$ cat src/rtl/i2s_rx_axis.sv
// I2S receiver: resynchronises SCLK/LRCLK/SDATA, deserialises each channel word and delivers
// sign-extended samples on an AXI4-Stream master through a small drop-on-overflow FIFO.
module i2s_rx_axis #(
  parameter int unsigned SAMPLE_WIDTH = 24,
  parameter int unsigned FRAME_LEN    = 256,
  parameter int unsigned FIFO_DEPTH   = 4
) (
  input  logic        clk,
  input  logic        aresetn,
  input  logic        i_enable,
  input  logic        i_clear_overflow,
  input  logic        i2s_sclk,
  input  logic        i2s_lrclk,
  input  logic        i2s_sdata,
  output logic [31:0] m_axis_tdata,
  output logic        m_axis_tuser,
  output logic        m_axis_tlast,
  output logic        m_axis_tvalid,
  input  logic        m_axis_tready,
  output logic        o_overflow,
  output logic [15:0] o_drop_count
);

  localparam int unsigned CntW = $clog2(SAMPLE_WIDTH);
  localparam int unsigned FcW  = $clog2(FRAME_LEN);
  localparam int unsigned PtrW = $clog2(FIFO_DEPTH);
  localparam int unsigned EntW = SAMPLE_WIDTH + 2;

  typedef enum logic [1:0] {StIdle, StSync, StShift, StHold} state_e;

  logic                    r_rst_meta, r_rst_n;
  logic [2:0]              r_sclk_sync;
  logic [1:0]              r_lr_sync, r_sd_sync;
  logic                    r_lr_last;
  state_e                  r_state, w_state_next;
  logic [SAMPLE_WIDTH-1:0] r_shift;
  logic [CntW-1:0]         r_cnt;
  logic                    r_chan;
  logic [FcW-1:0]          r_frame_cnt;
  logic [EntW-1:0]         r_mem [FIFO_DEPTH];
  logic [PtrW-1:0]         r_wr_ptr, r_rd_ptr;
  logic [PtrW:0]           r_count;

  logic                    w_edge, w_lr, w_sd, w_lr_trans, w_sync_hit;
  logic [SAMPLE_WIDTH-1:0] w_shift_in, w_sample;
  logic [CntW-1:0]         w_pad;
  logic                    w_push, w_tlast_in, w_pop, w_full, w_accept, w_drop;
  logic [EntW-1:0]         w_head;

  // Asynchronous assert, synchronous release for everything downstream.
  always_ff @(posedge clk or negedge aresetn) begin
    if (!aresetn) begin
      r_rst_meta <= 1'b0;
      r_rst_n    <= 1'b0;
    end else begin
      r_rst_meta <= 1'b1;
      r_rst_n    <= r_rst_meta;
    end
  end

  always_ff @(posedge clk or negedge r_rst_n) begin
    if (!r_rst_n) begin
      r_sclk_sync <= '0;
      r_lr_sync   <= '0;
      r_sd_sync   <= '0;
      r_lr_last   <= 1'b0;
    end else begin
      r_sclk_sync <= {r_sclk_sync[1:0], i2s_sclk};
      r_lr_sync   <= {r_lr_sync[0], i2s_lrclk};
      r_sd_sync   <= {r_sd_sync[0], i2s_sdata};
      if (w_edge) r_lr_last <= w_lr;
    end
  end

  assign w_edge     = r_sclk_sync[1] & ~r_sclk_sync[2];
  assign w_lr       = r_lr_sync[1];
  assign w_sd       = r_sd_sync[1];
  assign w_lr_trans = w_edge & (w_lr ^ r_lr_last);
  assign w_sync_hit = w_edge & r_lr_last & ~w_lr;

  always_ff @(posedge clk or negedge r_rst_n) begin
    if (!r_rst_n) r_state <= StIdle;
    else          r_state <= w_state_next;
  end

  always_comb begin
    w_state_next = r_state;
    if (!i_enable) begin
      w_state_next = StIdle;
    end else begin
      unique case (r_state)
        StIdle:  w_state_next = StSync;
        StSync:  if (w_sync_hit) w_state_next = StShift;
        StShift: if (w_edge && !w_lr_trans && r_cnt == CntW'(SAMPLE_WIDTH - 1))
                   w_state_next = StHold;
        StHold:  if (w_lr_trans) w_state_next = StShift;
        default: w_state_next = StIdle;
      endcase
    end
  end

  // A word cut short by an LRCLK change is left-aligned by the bits it never received.
  always_comb begin
    w_shift_in = {r_shift[SAMPLE_WIDTH-2:0], w_sd};
    w_pad      = CntW'(SAMPLE_WIDTH - 1) - r_cnt;
    w_sample   = w_shift_in << w_pad;
    w_push     = 1'b0;
    if (i_enable && r_state == StShift && w_edge &&
        (w_lr_trans || r_cnt == CntW'(SAMPLE_WIDTH - 1))) begin
      w_push = 1'b1;
    end
    w_tlast_in = r_chan && (r_frame_cnt == FcW'(FRAME_LEN - 1));
  end

  always_ff @(posedge clk or negedge r_rst_n) begin
    if (!r_rst_n) begin
      r_shift     <= '0;
      r_cnt       <= '0;
      r_chan      <= 1'b0;
      r_frame_cnt <= '0;
    end else if (!i_enable || r_state == StIdle) begin
      r_cnt       <= '0;
      r_frame_cnt <= '0;
    end else begin
      case (r_state)
        StSync: if (w_sync_hit) begin
          r_chan <= 1'b0;
          r_cnt  <= '0;
        end
        StShift: if (w_edge) begin
          r_shift <= w_shift_in;
          if (w_lr_trans) begin
            r_chan <= w_lr;
            r_cnt  <= '0;
          end else begin
            r_cnt <= r_cnt + CntW'(1);
          end
        end
        StHold: if (w_lr_trans) begin
          r_chan <= w_lr;
          r_cnt  <= '0;
        end
        default: ;
      endcase
      // Right-channel attempts advance the frame even when the sample is dropped.
      if (w_push && r_chan) begin
        r_frame_cnt <= (r_frame_cnt == FcW'(FRAME_LEN - 1)) ? '0 : r_frame_cnt + FcW'(1);
      end
    end
  end

  assign w_pop    = m_axis_tvalid & m_axis_tready;
  assign w_full   = (r_count == (PtrW + 1)'(FIFO_DEPTH));
  assign w_accept = w_push & (~w_full | w_pop);
  assign w_drop   = w_push & w_full & ~w_pop;

  always_ff @(posedge clk or negedge r_rst_n) begin
    if (!r_rst_n) begin
      for (int i = 0; i < int'(FIFO_DEPTH); i++) r_mem[i] <= '0;
      r_wr_ptr <= '0;
      r_rd_ptr <= '0;
      r_count  <= '0;
    end else begin
      if (w_accept) begin
        r_mem[r_wr_ptr] <= {w_tlast_in, r_chan, w_sample};
        r_wr_ptr        <= r_wr_ptr + PtrW'(1);
      end
      if (w_pop) r_rd_ptr <= r_rd_ptr + PtrW'(1);
      case ({w_accept, w_pop})
        2'b10:   r_count <= r_count + (PtrW + 1)'(1);
        2'b01:   r_count <= r_count - (PtrW + 1)'(1);
        default: ;
      endcase
    end
  end

  assign w_head        = r_mem[r_rd_ptr];
  assign m_axis_tvalid = (r_count != '0);
  assign m_axis_tdata  = 32'($signed(w_head[SAMPLE_WIDTH-1:0]));
  assign m_axis_tuser  = w_head[SAMPLE_WIDTH];
  assign m_axis_tlast  = w_head[SAMPLE_WIDTH+1];

  // A drop in the clearing cycle restarts the count at one.
  always_ff @(posedge clk or negedge r_rst_n) begin
    if (!r_rst_n) begin
      o_overflow   <= 1'b0;
      o_drop_count <= '0;
    end else if (w_drop) begin
      o_overflow <= 1'b1;
      if (i_clear_overflow)          o_drop_count <= 16'd1;
      else if (o_drop_count != '1)   o_drop_count <= o_drop_count + 16'd1;
    end else if (i_clear_overflow) begin
      o_overflow   <= 1'b0;
      o_drop_count <= '0;
    end
  end

endmodule

$ cat config.mk
export PLATFORM = sky130hd
export DESIGN_NAME = i2s_rx_axis
export DESIGN_NICKNAME = d
export VERILOG_FILES = /design/src/rtl/i2s_rx_axis.sv
export SDC_FILE = /design/constraint.sdc
export NUM_CORES = 1
export LEC_CHECK = 0
export CAP_MARGIN = 20
export CORE_MARGIN = 2
export CORE_UTILIZATION = 55
export DETAILED_ROUTE_END_ITERATION = 8
export MAX_ROUTING_LAYER = met4
export PLACE_DENSITY = 0.75
export SLEW_MARGIN = 20
export SYNTH_ARGS = -nofsm -noshare
export SYNTH_HDL_FRONTEND = slang
export SYNTH_SLANG_ARGS = --single-unit
$ cat constraint.sdc
create_clock -name clk -period 6.15 [get_ports clk]
set_clock_uncertainty 0.15 [all_clocks]
set_input_delay 1.23 -clock clk [delete_from_list [all_inputs] [get_ports clk]]
set_output_delay 1.23 -clock clk [all_outputs]
set_load 0.05 [all_outputs]
==> run_results.csv <==
group,metric,value,unit
timing,final.setup.tns,0,ns
cells_and_area,final_common_cell,"dfrtp_1",
floorplanning,core,16470,sq um
logic_synthesis,synth.avg_cell_area,12.75,sq um
clocking,cts_buffers,17,
power_and_ir_drop,fin_total_pwr,2.529,mW
worst_setup_path,setup.worst_path.start,"r_rd_ptr[0]",
logic_synthesis,synth_edf_count,0,
global_routing,grtUsageTotal,22.95,%
logic_synthesis,ys_top_cells_by_area,"dfrtp_1 48%, mux2_2 15%, mux4_2 11%",
power_and_ir_drop,peakVddDrop,181.8,uV
clocking,cts.path.max_buffers,2,
clocking,ctsHtreeMaxLevel,4,
clocking,cts_tree,"built",
timing,slew_headroom,34.10,%
logic_synthesis,synthCells,721,
clocking,postCtsResizedCells,0,
placed_design,dp.cells,958,
floorplanning,std_cell_rows,47,
detailed_routing,finalWirelength,18720,microns
global_routing,antenna_found_initial,0,
cells_and_area,register_area,4436,sq um
detailed_routing,dr.pass1.iters,6,
timing,timing.final.ws_setup,1.866,ns
run_status,status,"finished, final reports clean",
timing,fmaxAchievable,233.4,MHz
floorplanning,dieWidth,133.3,microns
logic_synthesis,synth_largest_area_cell,"dfrtp_1",
power_and_ir_drop,p_int,1.857,mW
detailed_routing,routedWlPerCell,18.91,microns
cells_and_area,multi_input_area,4408,sq um
power_and_ir_drop,power.switching,672.0,uW
timing,rsz0062_at_grt,"no",
power_and_ir_drop,p_leak,4.532,nW
global_routing,grt_max_degree,68,
power_and_ir_drop,combPwrFrac,9.9,%
logic_synthesis,dominantRegCellSynth,"dfrtp_1",
cells_and_area,drive_gt1_share,28.70,%
logic_synthesis,yosysSeqAreaShare,48.19,%
global_routing,grt_pass1_vias,6102,
logic_synthesis,synth_cell_types,68,
clocking,hold_buffers,0,
placed_design,hpwlAfterDp,12810,microns
timing,worst_pin_slew,0.9886,ns
placed_design,dpl-instance-area,9829,sq um
clocking,clkLatencyLatePin,0.43,ns
cells_and_area,syn_to_final_growth,12.97,%
placed_design,portBuffers,59,
floorplanning,start_util,55.82,%
detailed_routing,vias_per_cell,6.080,
detailed_routing,drc,0,
logic_synthesis,yosys_warnings,0,
power_and_ir_drop,p_clk_share,39.8,%
worst_setup_path,required,4.77,ns
detailed_routing,final_antenna_net_count,0,
timing,maxSlewViolCount,0,
logic_synthesis,netlist_area,9191,sq um
cells_and_area,final_area,10380,sq um
worst_setup_path,timing.rr.start,"r_cnt[0]",
timing,hold_viol,0,
worst_setup_path,arrival,2.90,ns
global_routing,grt_pass1_wl,31320,microns
worst_hold_path,min_path_type,"flip-flop to async pin",
power_and_ir_drop,sequentialPowerShare,50.3,%
logic_synthesis,synth.top_cell.area_share,48.19,%
cells_and_area,final_cells,990,
logic_synthesis,ys_ff_latch,177,
timing,setup_viol,0,
cells_and_area,finalNetCount,775,
worst_setup_path,critPathKind,"flip-flop to primary output",
cells_and_area,fillerInstances,1228,
worst_setup_path,r2r_slack,2.51,ns
worst_setup_path,r2r_end,"o_drop_count[11]",
floorplanning,dieArea,17760,sq um
worst_setup_path,start_kind,"flip-flop",
worst_setup_path,crit_path_end_kind,"primary output",
clocking,cts-root-buf,"clkbuf_16",
global_routing,grt_remaining_overflow,0,
flow_run,cap_violations,0,
clocking,post_cts_buffers,0,
detailed_routing,num_vias,6019,
floorplanning,fp.dieH,133.3,microns
timing,min_period,4.284,ns
placed_design,place_ws,2.045,ns
power_and_ir_drop,p_per_area,243.6,nW/um^2
logic_synthesis,async_flop_share,100.0,%
cells_and_area,final_cell_mix,"174 x dfrtp_1, 122 x mux2_2, 59 x clkdlybuf4s50_1",
detailed_routing,drtIter0Drc,332,
worst_setup_path,crit_path_max_fanout,28,
timing,finalCritPeriodShare,69.66,%
floorplanning,pin_count,60,
clocking,numClockSinks,177,
clocking,clkTransAtPathRegs,0.07,ns
worst_setup_path,reg2regPathDepth,6,
cells_and_area,diodes,0,
placed_design,gp_congestion,0.9165,
logic_synthesis,syn-num-nets,739,
power_and_ir_drop,swShare,26.57,%
==> registers in the layout, indices dropped and copies added, names as in the netlist <==
name / cells
r_mem: 104
o_drop_count: 16
r_shift: 23
r_frame_cnt: 8
r_chan: 1
r_sclk_sync: 3
r_count: 3
r_state: 2
r_rst_meta: 1
r_rst_n: 1
o_overflow: 1
r_rd_ptr: 2
r_lr_last: 1
r_lr_sync: 2
r_wr_ptr: 2
r_cnt: 5
r_sd_sync: 2
==> cell usage after synthesis, drive strengths merged (2+ instances only) <==
library cell	count
dfrtp	177
mux2	122
nand2	52
mux4	45
buf	38
nor2	37
o21ai	33
mux2i	27
a21oi	19
clkbuf	13
inv	13
nor3	11
xnor2	10
ha	9
and3	8
nand3	8
and2	7
nand2b	6
nor2b	6
xor2	6
a22oi	5
o22ai	5
nand4	4
or3	4
a2111oi	3
a211oi	3
o2111ai	3
o211ai	3
o21a	3
o31ai	3
or3b	3
a21o	2
a222oi	2
a31oi	2
nand3b	2
o221ai	2
or2	2
or4	2
==> worst max-delay path, cell delays in order, from the launching register on <==
cell	delay (ns)
dfrtp_2	1.01
mux4_2	0.70
clkdlybuf4s50_1	0.75
==> layout make-up <==
cell class                 instances  area share (%)
clock inverter                    12          0.9399
timing repair buffer              68           6.338
clock buffer                      20           4.398
inverter                          14          0.5061
multi-input combinational        479           42.45
sequential                       177           42.72
tap                              220           2.651
==> routing by layer <==
layer / share of wire [%] / wire length, microns / track usage [%] / vias to the layer above
met3: 3.1 / 586 / 3.653 / 35
met4: 2.6 / 496 / 9.161 / 0
met5: 0 / 0 / - / -
li1: - / - / - / 2737
met1: 45 / 8433 / 30.39 / 3119
met2: 49 / 9202 / 35.97 / 128
==> worst max path at each step <==
| stage | endpoint | slack [ns] | depth (start not counted) |
|---|---|---|---|
| floorplan | o_drop_count[0] | 0.70 | 0 |
| global placement | o_drop_count[9] | 2.07 | 6 |
| detailed placement | o_drop_count[11] | 2.05 | 6 |
| CTS | m_axis_tdata[27] | 1.80 | 2 |
| global route | m_axis_tdata[29] | 1.71 | 2 |
| finish | m_axis_tdata[27] | 1.87 | 2 |
==> cell families after synthesis <==
logic type	share of synthesized area, %
other	0.04080
DFF	48.19
buffers and inverters	3.852
adders and majority gates	1.443
xor gates and xnor gates	1.525
AOI/OAI and AO/OA	7.705
and+or+nand+nor	8.331
muxes	28.91
==> through the flow <==
| step | hold WS (ns) | utilization [%] |
|---|---|---|
| after global placement | 0.1808 | 59.70 |
| after detailed placement | 0.1847 | 59.70 |
| after floorplan | 0.1812 | - |
| final | 0.1770 | 63.06 |
| after CTS | 0.2009 | 63.06 |
| after global routing | 0.2109 | 63.06 |
==> power by group through the flow <==
| stage | Combinational (mW) | Sequential, mW | Clock, mW |
|---|---|---|---|
| after floorplan | 0.236 | 1.24 | 0 |
| after global placement | 0.244 | 1.29 | 0 |
| after detailed placement | 0.251 | 1.30 | 0 |
| after CTS | 0.252 | 1.27 | 1.03 |
| after global routing | 0.271 | 1.28 | 1.08 |
| final | 0.251 | 1.27 | 1.01 |
Note: power is estimated with default switching activity, not from simulation.
